[src/rtl/c499_key_sequencer.sv]
// Key loader and request sequencer for an external key-locked c499 SEC datapath.
// Optional C499_KEY_ZEROIZE_EN adds zeroize_i for an immediate key/state wipe.
module c499_key_sequencer #(
  parameter int KEY_W  = 32,
  parameter int DATA_W = 32,
  parameter int CHK_W  = 8,
  parameter int SETTLE = 2
) (
  input  logic                    clk,
  input  logic                    rst_n,
  input  logic                    key_start_i,
  input  logic                    key_valid_i,
  input  logic                    key_bit_i,
  output logic                    key_busy_o,
  output logic                    key_loaded_o,
  input  logic                    req_valid_i,
  output logic                    req_ready_o,
  input  logic [DATA_W-1:0]       req_data_i,
  input  logic [CHK_W-1:0]        req_chk_i,
  input  logic                    req_en_i,
  output logic                    rsp_valid_o,
  input  logic                    rsp_ready_i,
  output logic [DATA_W-1:0]       rsp_data_o,
  output logic [DATA_W+CHK_W:0]   ecc_g_o,
  output logic [KEY_W-1:0]        ecc_k_o,
`ifdef C499_KEY_ZEROIZE_EN
  input  logic                    zeroize_i,
`endif
  input  logic [DATA_W-1:0]       ecc_out_i
);

  localparam int CW = $clog2(KEY_W);
  localparam int GW = DATA_W + CHK_W + 1;

  typedef enum logic [2:0] {
    IDLE, LOAD, ARMED, WAIT, RESP
  } state_t;

  state_t             state_q, state_d;
  logic [KEY_W-1:0]   shadow_q, shadow_d;
  logic [CW-1:0]      cnt_q, cnt_d;
  logic [3:0]         settle_q, settle_d;
  logic               pend_q, pend_d;
  logic [KEY_W-1:0]   key_q, key_d;
  logic [GW-1:0]      g_q, g_d;
  logic [DATA_W-1:0]  rdata_q, rdata_d;
  logic               rvalid_q, rvalid_d;
  logic               loaded_q, loaded_d;
  logic               busy_q, busy_d;
  logic               ready_q, ready_d;

  // Next-state and next-register values; outputs derive from registered state.
  always_comb begin
    state_d  = state_q;
    shadow_d = shadow_q;
    cnt_d    = cnt_q;
    settle_d = settle_q;
    pend_d   = pend_q;
    key_d    = key_q;
    g_d      = g_q;
    rdata_d  = rdata_q;
    rvalid_d = rvalid_q;
    loaded_d = loaded_q;
    unique case (state_q)
      IDLE: begin
        if (key_start_i) begin
          state_d  = LOAD;
          cnt_d    = '0;
          shadow_d = '0;
        end
      end
      LOAD: begin
        if (key_start_i) begin
          cnt_d    = '0;
          shadow_d = '0;
        end else if (key_valid_i) begin
          shadow_d[cnt_q] = key_bit_i;
          if (cnt_q == CW'(KEY_W-1)) begin
            key_d    = shadow_d;
            loaded_d = 1'b1;
            cnt_d    = '0;
            state_d  = ARMED;
          end else begin
            cnt_d = cnt_q + 1'b1;
          end
        end
      end
      ARMED: begin
        if (key_start_i) begin
          state_d  = LOAD;
          cnt_d    = '0;
          shadow_d = '0;
          loaded_d = 1'b0;
        end else if (req_valid_i && ready_q) begin
          g_d      = {req_en_i, req_chk_i, req_data_i};
          settle_d = 4'(SETTLE-1);
          state_d  = WAIT;
        end
      end
      WAIT: begin
        if (key_start_i) pend_d = 1'b1;
        if (settle_q == 4'd0) begin
          rdata_d  = ecc_out_i;
          rvalid_d = 1'b1;
          state_d  = RESP;
        end else begin
          settle_d = settle_q - 4'd1;
        end
      end
      RESP: begin
        if (key_start_i) pend_d = 1'b1;
        if (rsp_ready_i) begin
          rvalid_d = 1'b0;
          if (pend_q || key_start_i) begin
            pend_d   = 1'b0;
            state_d  = LOAD;
            cnt_d    = '0;
            shadow_d = '0;
            loaded_d = 1'b0;
          end else begin
            state_d = ARMED;
          end
        end
      end
      default: state_d = IDLE;
    endcase
`ifdef C499_KEY_ZEROIZE_EN
    if (zeroize_i) begin
      state_d  = IDLE;
      shadow_d = '0;
      cnt_d    = '0;
      settle_d = '0;
      pend_d   = 1'b0;
      key_d    = '0;
      g_d      = '0;
      rdata_d  = '0;
      rvalid_d = 1'b0;
      loaded_d = 1'b0;
    end
`endif
    busy_d  = (state_d == LOAD);
    ready_d = (state_d == ARMED);
  end

  // State and output register bank.
  always_ff @(posedge clk or negedge rst_n) begin
    if (!rst_n) begin
      state_q  <= IDLE;
      shadow_q <= '0;
      cnt_q    <= '0;
      settle_q <= '0;
      pend_q   <= 1'b0;
      key_q    <= '0;
      g_q      <= '0;
      rdata_q  <= '0;
      rvalid_q <= 1'b0;
      loaded_q <= 1'b0;
      busy_q   <= 1'b0;
      ready_q  <= 1'b0;
    end else begin
      state_q  <= state_d;
      shadow_q <= shadow_d;
      cnt_q    <= cnt_d;
      settle_q <= settle_d;
      pend_q   <= pend_d;
      key_q    <= key_d;
      g_q      <= g_d;
      rdata_q  <= rdata_d;
      rvalid_q <= rvalid_d;
      loaded_q <= loaded_d;
      busy_q   <= busy_d;
      ready_q  <= ready_d;
    end
  end

  assign key_busy_o   = busy_q;
  assign key_loaded_o = loaded_q;
  assign req_ready_o  = ready_q;
  assign rsp_valid_o  = rvalid_q;
  assign rsp_data_o   = rdata_q;
  assign ecc_g_o      = g_q;
  assign ecc_k_o      = key_q;

endmodule

[config.mk]
export PLATFORM = sky130hd
export DESIGN_NAME = c499_key_sequencer
export DESIGN_NICKNAME = d
export VERILOG_FILES = /design/src/rtl/c499_key_sequencer.sv
export SDC_FILE = /design/constraint.sdc
export NUM_CORES = 1
export LEC_CHECK = 0
export CAP_MARGIN = 10
export CORE_MARGIN = 1.5
export CORE_UTILIZATION = 55
export CTS_CLUSTER_SIZE = 30
export DETAILED_ROUTE_END_ITERATION = 6
export DONT_BUFFER_PORTS = 1
export HOLD_SLACK_MARGIN = 0.1
export PLACE_DENSITY_LB_ADDON = 0.3
export REMOVE_ABC_BUFFERS = 1
export SLEW_MARGIN = 20
export SYNTH_ARGS = -nofsm -noshare
export SYNTH_HDL_FRONTEND = slang
export SYNTH_SLANG_ARGS = --single-unit
[constraint.sdc]
create_clock -name clk -period 2.7 [get_ports clk]
set_clock_uncertainty 0.05 [all_clocks]
set_input_delay 0.81 -clock clk [delete_from_list [all_inputs] [get_ports clk]]
set_output_delay 0.81 -clock clk [all_outputs]
set_load 0.005 [all_outputs]
# Yosys cells after proc, flatten, opt, wreduce, memory -nomap -nowiden
# Index checks and enable logic that the tools add are counted.
[word_totals] register_bits=154 in_bits=80 wordCells=97
[classes] addsub=2 n_lt_le_gt_ge=2 eq_ne=19 muxes=44 bitwise_logic=1 n_reduce_logical=17
[op_table] cell="32-bit two-way mux" n=5
[op_table] cell="32-bit one-hot mux with 3 select lines" n=1
[op_table] cell="32-bit bitwise mux" n=1
[op_table] cell="5-bit two-way mux" n=6
[op_table] cell="3-bit two-way mux" n=8
[op_table] cell="2-bit != test, second input constant" n=10
[op_table] cell="3-bit one-hot mux with 5 select lines" n=1
[op_table] cell="5-bit one-hot mux with 3 select lines" n=1
[op_table] cell="1-bit two-way mux" n=12
[op_table] cell="4-bit two-way mux" n=3
[op_table] cell="3-bit by 2-bit == test with 1-bit output, second input constant" n=3
[op_table] cell="4-bit one-hot mux with 2 select lines" n=1
[op_table] cell="4-bit AND reduction" n=2
[op_table] cell="7-bit AND reduction" n=1
[op_table] cell="3-bit by 1-bit == test with 1-bit output, second input constant" n=2
[op_table] cell="5-bit by 6-bit < comparator with 1-bit output, second input constant" n=1
[op_table] cell="3-bit AND reduction" n=2
[op_table] cell="3-bit nonzero test" n=2
[op_table] cell="5-bit by 1-bit adder with 5-bit output, second input constant" n=1
[op_table] cell="1-bit demux with 5-bit select" n=1
[op_table] cell="5-bit == test, second input constant" n=1
[op_table] cell="5-bit by 1-bit greater-or-equal comparator with 1-bit output, second input constant" n=1
[op_table] cell="5-bit AND reduction" n=1
[op_table] cell="4-bit zero test" n=1
[op_table] cell="14 further kinds" n=17

# Longest topological paths before layout
# Gate-level depths: netlist of the first run.
[logic_depth] word_depth=8 depth_mapped=10 ltp_nobuf=7

# Worst setup path after synthesis of the first run
# Ideal clock, no wire load.
[synth_timing] path_kind="flip-flop to flip-flop" start="reg cnt_q[2]" end="reg key_q[10] (netlist: ecc_k_o[10])" setup_time_ps=137 arrival_ps=2089 path_slack_ps=424 path_stages_with_launch=10 path_buffers=4 period_less_slack_ps=2276 cell_sequence="dfrtp_1 > buf_2 > buf_1 > and3_1 > ha_1 > and4b_1 > and2_1 > buf_2 > buf_1 > a21oi_1"
[synth_via] elab_chain_len=5
[synth_rtl] item="from (decl)" line="41" text="logic [CW-1:0] cnt_q, cnt_d;"
[synth_rtl] item="from (signal assigned)" line="163" text="cnt_q <= cnt_d;"
[synth_rtl] item="5-bit by 6-bit < comparator with 1-bit output (not written as such) / 5-bit by 1-bit greater-or-equal comparator with 1-bit output (equally long branches)" line="77" text="shadow_d[cnt_q] = key_bit_i;"
[synth_rtl] item="1-bit logical AND (not written as such)" line="77"
[synth_rtl] item="1-bit two-way mux (not written as such)" line="77"
[synth_rtl] item="1-bit demux with 5-bit select" line="77"
[synth_rtl] item="32-bit bitwise mux" line="77"
[synth_rtl] item="to (signal assigned)" line="166" text="key_q <= key_d;"
[synth_rtl] item="to (decl)" line="44" text="logic [KEY_W-1:0] key_q, key_d;"
# Several ways; a longest one is shown, not always the timed one.
# A chain may end at the register's enable or synchronous reset.

# Final worst setup path of the first run
[layout_timing] start="reg cnt_q[0]" end="reg key_q[6] (netlist: ecc_k_o[6])"
# The elaborated chain is that of the path after synthesis.

==> run summary, run 1 <==
• status: completed
• library cell occupying the most area in the post-synthesis netlist: dfrtp_1
• antenna violations before repair: 0
• hold violation count in the final report: 0
• Area growth syn-to-layout: 10.9%
• power per cell area: 678 nW/µm²
• final max-slew violation count: 0
• average routed wire per standard cell: 17.7 µm
• largest net degree at the start of global routing: 155
• worst voltage drop across the vdd grid: 0.547 mV
• classification of the worst setup path: reg -> reg
• count leader, synth: dfrtp_1
• maximum clock rate: 0.434 GHz
• Detail Route Antenna Nets: 0
• CP Capture Type: register
• Layout Nets: 751
• path class of the lowest-slack min-delay path: in -> async
• number of global-route vias before repair: 4846
• total wirelength of the detailed-routed design: 15.0 mm
• Design Power: 5.16 mW
• number of enable-type register cells in the synthesized netlist: 0
• synthesized flop and latch total: 154
• buffer type at the clock tree root: clkbuf_16
• share of synthesized registers carrying an async set or reset: 100%
• clock transition at the registers of the reported paths: 60 ps
• CTS tree: built
• number of sinks on the clock net: 154
• antenna cell count: 0
• count of unique library cells instantiated by Yosys: 52
• cell area reported after detailed placement: 6970 µm²
• synthesized instance count: 679
• Floorplan Core Area: 12100 µm²
• maximum buffer depth of the clock tree: 2
• number of gates on the worst path with buffers counted: 8
• grt total ovfl: 0
• via count: 4842
• Synth area leaders: dfrtp_1 (56%), nand2_1 (7.8%), mux2_2 (5.3%), mux2i_1 (4.7%), a211oi_1 (3.4%)
• mean area per synthesized cell: 10.1 µm²
• Largest stage delay, worst path: 430 ps
• yosys synthesis warning count: 0
• ranking of synthesized cells by instance count: dfrtp_1 (154), nand2_1 (143), nor2_1 (41)
• drt first-iter violations: 306
• count of buffers inserted at the top-level ports: 0
• H-tree lvl count: 4
• MaxCap Viol Count: 0
• setup repair after global routing missed its margin: false
• Synth Flop Type: dfrtp_1
• peak fanout along the critical path: 39
• worst path cell trace: ha_1 -> and3_1 -> ha_1 -> and4b_1 -> and2_2 -> buf_4 -> nor2_1 -> a21oi_1
• Post-CTS Setup Inserts: 0
• final routed DRC violation total: 0
• leakage: 3.68 nW
• total setup violations reported at the end of the flow: 0
• post-synthesis sequential area ratio: 56.2%
• Gates resized, CTS repair: 0
• data required time at the worst endpoint: 2990 ps
• final worst-path cycle share: 85.2%
• starting density of the core: 56.7%
• shortest period the worst path allows: 2300 ps
• total non-filler cell area in the finished layout: 7610 µm²
• later-pin clock latency in the skew report: 420 ps
• routability-driven placement congestion ratio: 0.828
• top cell type's share of synthesized area: 56.2%
• cell row count: 40
• IO Count: 189
• GRT Resource Usage Total: 24.0%
• CP Buf/Inv Count: 1
• post-place setup slack: 442 ps
• Die X-Extent: 115 µm
• Largest delay share family, worst path: simple AND/OR/NAND/NOR gates
• Slowest cell on crit path: dfrtp_1
• die extent in y: 115 µm
• post-synthesis instance area: 6860 µm²
• first-pass detailed-route iteration total: 7
• post-DP HPWL: 10.1 mm
• Critical Path Most Common Cell: ha_1
• data arrival at the endpoint of the critical path: 2600 ps
• global-route wire length before repair: 24.3 mm
• transition time at the pin with the least slew margin: 778 ps
• layout cell share with drive strength beyond 1: 12.7%
• die footprint: 13200 µm²
• routed vias/inst: 5.73
• kind of launch point of the worst setup path: register
• CTS buffer count: 17
• fill cell count: 956
• depth of the worst register-to-register path: 8
• relative max-transition margin: 48.0%
• post-route setup slack: 398 ps
cells by family after synthesis:
group / count (synthesis) / share of synthesized area (%)
buf+inv: 85 / 5.21
fa+ha+maj: 7 / 1.28
flops: 154 / 56.2
mux: 64 / 9.92
xor+xnor: 2 / 0.255
compound gates: 121 / 11.4
simple gates: 246 / 15.8
per-stage QoR:
stage	TNS, ps	cells	hold WS (ps)	util, %
after floorplan	-24640	632	406	-
after global placement	0	813	424	57.6
after detailed placement	0	813	430	57.6
after CTS	0	845	14.8	62.9
after global routing	0	845	19.7	62.9
final	0	845	38.3	62.9
layout by cell type, fill, tap and decap left out, types with 4 or more instances in the layout:
cell       instances
dfrtp_1          154
nand2_1          143
nor2_1            40
inv_1             37
a21oi_1           35
mux2i_1           32
mux2_2            32
a211oi_1          31
o22ai_1           31
nand3_1           20
clkbuf_16         17
buf_4             12
nand4_1           10
nor2b_1            8
o21ai_0            8
ha_1               7
inv_6              4
bufinv_16          4
state kept, by name, summed over array words and instances (netlist names):
signal	cells
ecc_k_o	32
shadow_q	32
ecc_g_o	41
key_loaded_o	1
rsp_data_o	32
rsp_valid_o	1
key_busy_o	1
pend_q	1
settle_q	4
state_q	3
cnt_q	5
req_ready_o	1
worst paths after layout:
| path | start | end | slack, ps |
|---|---|---|---|
| worst max register to register | cnt_q[0] | ecc_k_o[6] | 400 |
| min in group clk | rsp_ready_i | state_q[2] | 440 |
| worst min register to register | shadow_q[11] | shadow_q[11] | 440 |
| max in group asynchronous | rst_n | settle_q[3] | 2220 |
| worst min-delay path | rst_n | ecc_k_o[18] | 40 |
| worst max-delay path | cnt_q[0] | ecc_k_o[6] | 400 |
final cells by class:
| cell class | count | area, µm² | area share, % |
|---|---|---|---|
| multi-input cells | 440 | 2660 | 34.9 |
| flip-flops and latches | 154 | 3850 | 50.6 |
| clock inverters | 12 | 184 | 2.42 |
| repair buffers | 13 | 110 | 1.45 |
| well taps | 168 | 210 | 2.76 |
| clock buffers | 20 | 457 | 6.00 |
| inverters | 38 | 143 | 1.87 |
routing by layer:
layer,wire length (µm),vias to the layer above,GRT usage (%)
met2,7540,184,38.9
li1,-,2289,-
met1,5840,2339,28.6
met5,0,-,0
met4,362,0,11.0
met3,1230,30,8.79
where the power goes:
| group | leakage [nW] | internal, mW | switching [mW] |
|---|---|---|---|
| sequential | 2.05 | 2.35 | 0.0396 |
| clock | 0.308 | 1.61 | 0.940 |
| combinational | 1.32 | 0.0976 | 0.132 |
| total | 3.68 | 4.05 | 1.11 |
Power figures use the tool's default switching activity.
==> inputs of run 2 (changes only) <==
Settings changed: PLACE_DENSITY from default to 0.7, PLACE_DENSITY_LB_ADDON 0.3 to default.
==> run summary, run 2 (synthesis results as in run 1) <==
• status: completed
• antenna violations before repair: 0
• path class of the lowest-slack min-delay path: in -> async
• post-place setup slack: 492 ps
• power per cell area: 672 nW/µm²
• hold violation count in the final report: 0
• global-route wire length before repair: 24.1 mm
• setup repair after global routing missed its margin: false
• total setup violations reported at the end of the flow: 0
• H-tree lvl count: 4
• final max-slew violation count: 0
• IO Count: 189
• count of buffers inserted at the top-level ports: 0
• total non-filler cell area in the finished layout: 7590 µm²
• transition time at the pin with the least slew margin: 773 ps
• buffer type at the clock tree root: clkbuf_16
• relative max-transition margin: 48.3%
• number of global-route vias before repair: 4816
• maximum buffer depth of the clock tree: 2
• final routed DRC violation total: 0
• antenna cell count: 0
• Layout Nets: 752
• via count: 4804
• leakage: 3.67 nW
• post-DP HPWL: 10.1 mm
• post-route setup slack: 462 ps
• data required time at the worst endpoint: 2990 ps
• max FFs per register: 41
• routed vias/inst: 5.69
• cell row count: 40
• Floorplan Core Area: 12100 µm²
• layout cell share with drive strength beyond 1: 12.4%
• total wirelength of the detailed-routed design: 15.1 mm
• classification of the worst setup path: reg -> reg
• peak fanout along the critical path: 35
• data arrival at the endpoint of the critical path: 2530 ps
• grt total ovfl: 0
• clock transition at the registers of the reported paths: 60 ps
• MaxCap Viol Count: 0
• maximum clock rate: 0.447 GHz
• CP Capture Type: register
• Area growth syn-to-layout: 10.6%
• CTS tree: built
• post-route setup TNS: 0 ps
• starting density of the core: 56.7%
• number of sinks on the clock net: 154
• worst voltage drop across the vdd grid: 0.587 mV
• later-pin clock latency in the skew report: 420 ps
• die footprint: 13200 µm²
• CTS buffer count: 17
• first-pass detailed-route iteration total: 5
• GRT Resource Usage Total: 23.8%
• average routed wire per standard cell: 17.9 µm
• shortest period the worst path allows: 2240 ps
• Die X-Extent: 115 µm
• Gates resized, CTS repair: 0
• final worst-path cycle share: 82.9%
• most frequent cells in the layout: dfrtp_1 (154), nand2_1 (143), nor2_1 (40)
• most frequent standard cell in the layout excluding fill and tap cells: dfrtp_1
• Detail Route Antenna Nets: 0
• largest net degree at the start of global routing: 155
• die extent in y: 115 µm
• kind of launch point of the worst setup path: register
• routability-driven placement congestion ratio: 0.832
• fill cell count: 1002
• cell area reported after detailed placement: 6980 µm²
• drt first-iter violations: 278
-- run 2: cell count changes in the layout (fill, tap and decap cells not counted) --
cell,delta
inv_6,-2
buf_4,+1
clkbuf_1,+1
clkbuf_8,-1
-- run 2: timing repair --
item / CTS / global route
setup buffers: 0 / 0
endpoints found under the setup margin: 0 / 0
endpoints found under the hold margin: 154 / 154
-- run 2: per-stage QoR --
step                utilization, %  instances  hold WS [ps]  power (mW)
detailed placement            57.6        814           436        2.66
finish                        62.7        844          36.1        5.10
global route                  62.7        844          17.5        5.27
global placement              57.6        814           423        2.65
CTS                           62.7        844          18.7        5.14
floorplan                        -        632           406        2.59
-- run 2: worst paths after layout --
check                             from     endpoint  slack [ps]  cells past startpoint
setup / recovery              cnt_q[0]  ecc_k_o[18]         460                      8
hold / removal                   rst_n  ecc_k_o[28]          40                      0
setup reg to reg              cnt_q[0]  ecc_k_o[18]         460                      8
hold reg to reg            ecc_g_o[26]  ecc_g_o[26]         450                      2
max in group asynchronous        rst_n     cnt_q[2]        2240                      0
min in group clk           rsp_ready_i   state_q[2]         440                      1
-- run 2: area by class of cell --
class / count / area (µm²) / share of cell area (%)
Clock buffer: 20 / 447 / 5.88
Clock inverter: 10 / 166 / 2.19
Inverter: 38 / 143 / 1.88
Multi-Input combinational cell: 440 / 2660 / 35.0
Sequential cell: 154 / 3850 / 50.8
Tap cell: 168 / 210 / 2.77
Timing Repair Buffer: 14 / 118 / 1.55
-- run 2: worst max-delay path: stages, from the launching register on --
cell     delay [ps]
dfrtp_1         430
ha_1            300
and3_1          200
ha_1            250
and4b_1         230
and2_2          150
buf_4           300
nor2_1           90
a21oi_1         130
-- run 2: metal layers --
metal / up-vias / share of wire, % / global-route usage (%)
met2: 177 / 51 / 39.3
met1: 2324 / 40 / 28.8
met4: 0 / 1.1 / 9.55
met3: 9 / 7.5 / 8.21
met5: - / 0 / 0
li1: 2294 / - / -
-- run 2: report_power, final --
group	leakage, nW	switching [mW]	internal, mW	total, mW
combinational	1.33	0.135	0.0992	0.234
clock	0.293	0.915	1.57	2.48
sequential	2.05	0.0394	2.35	2.39
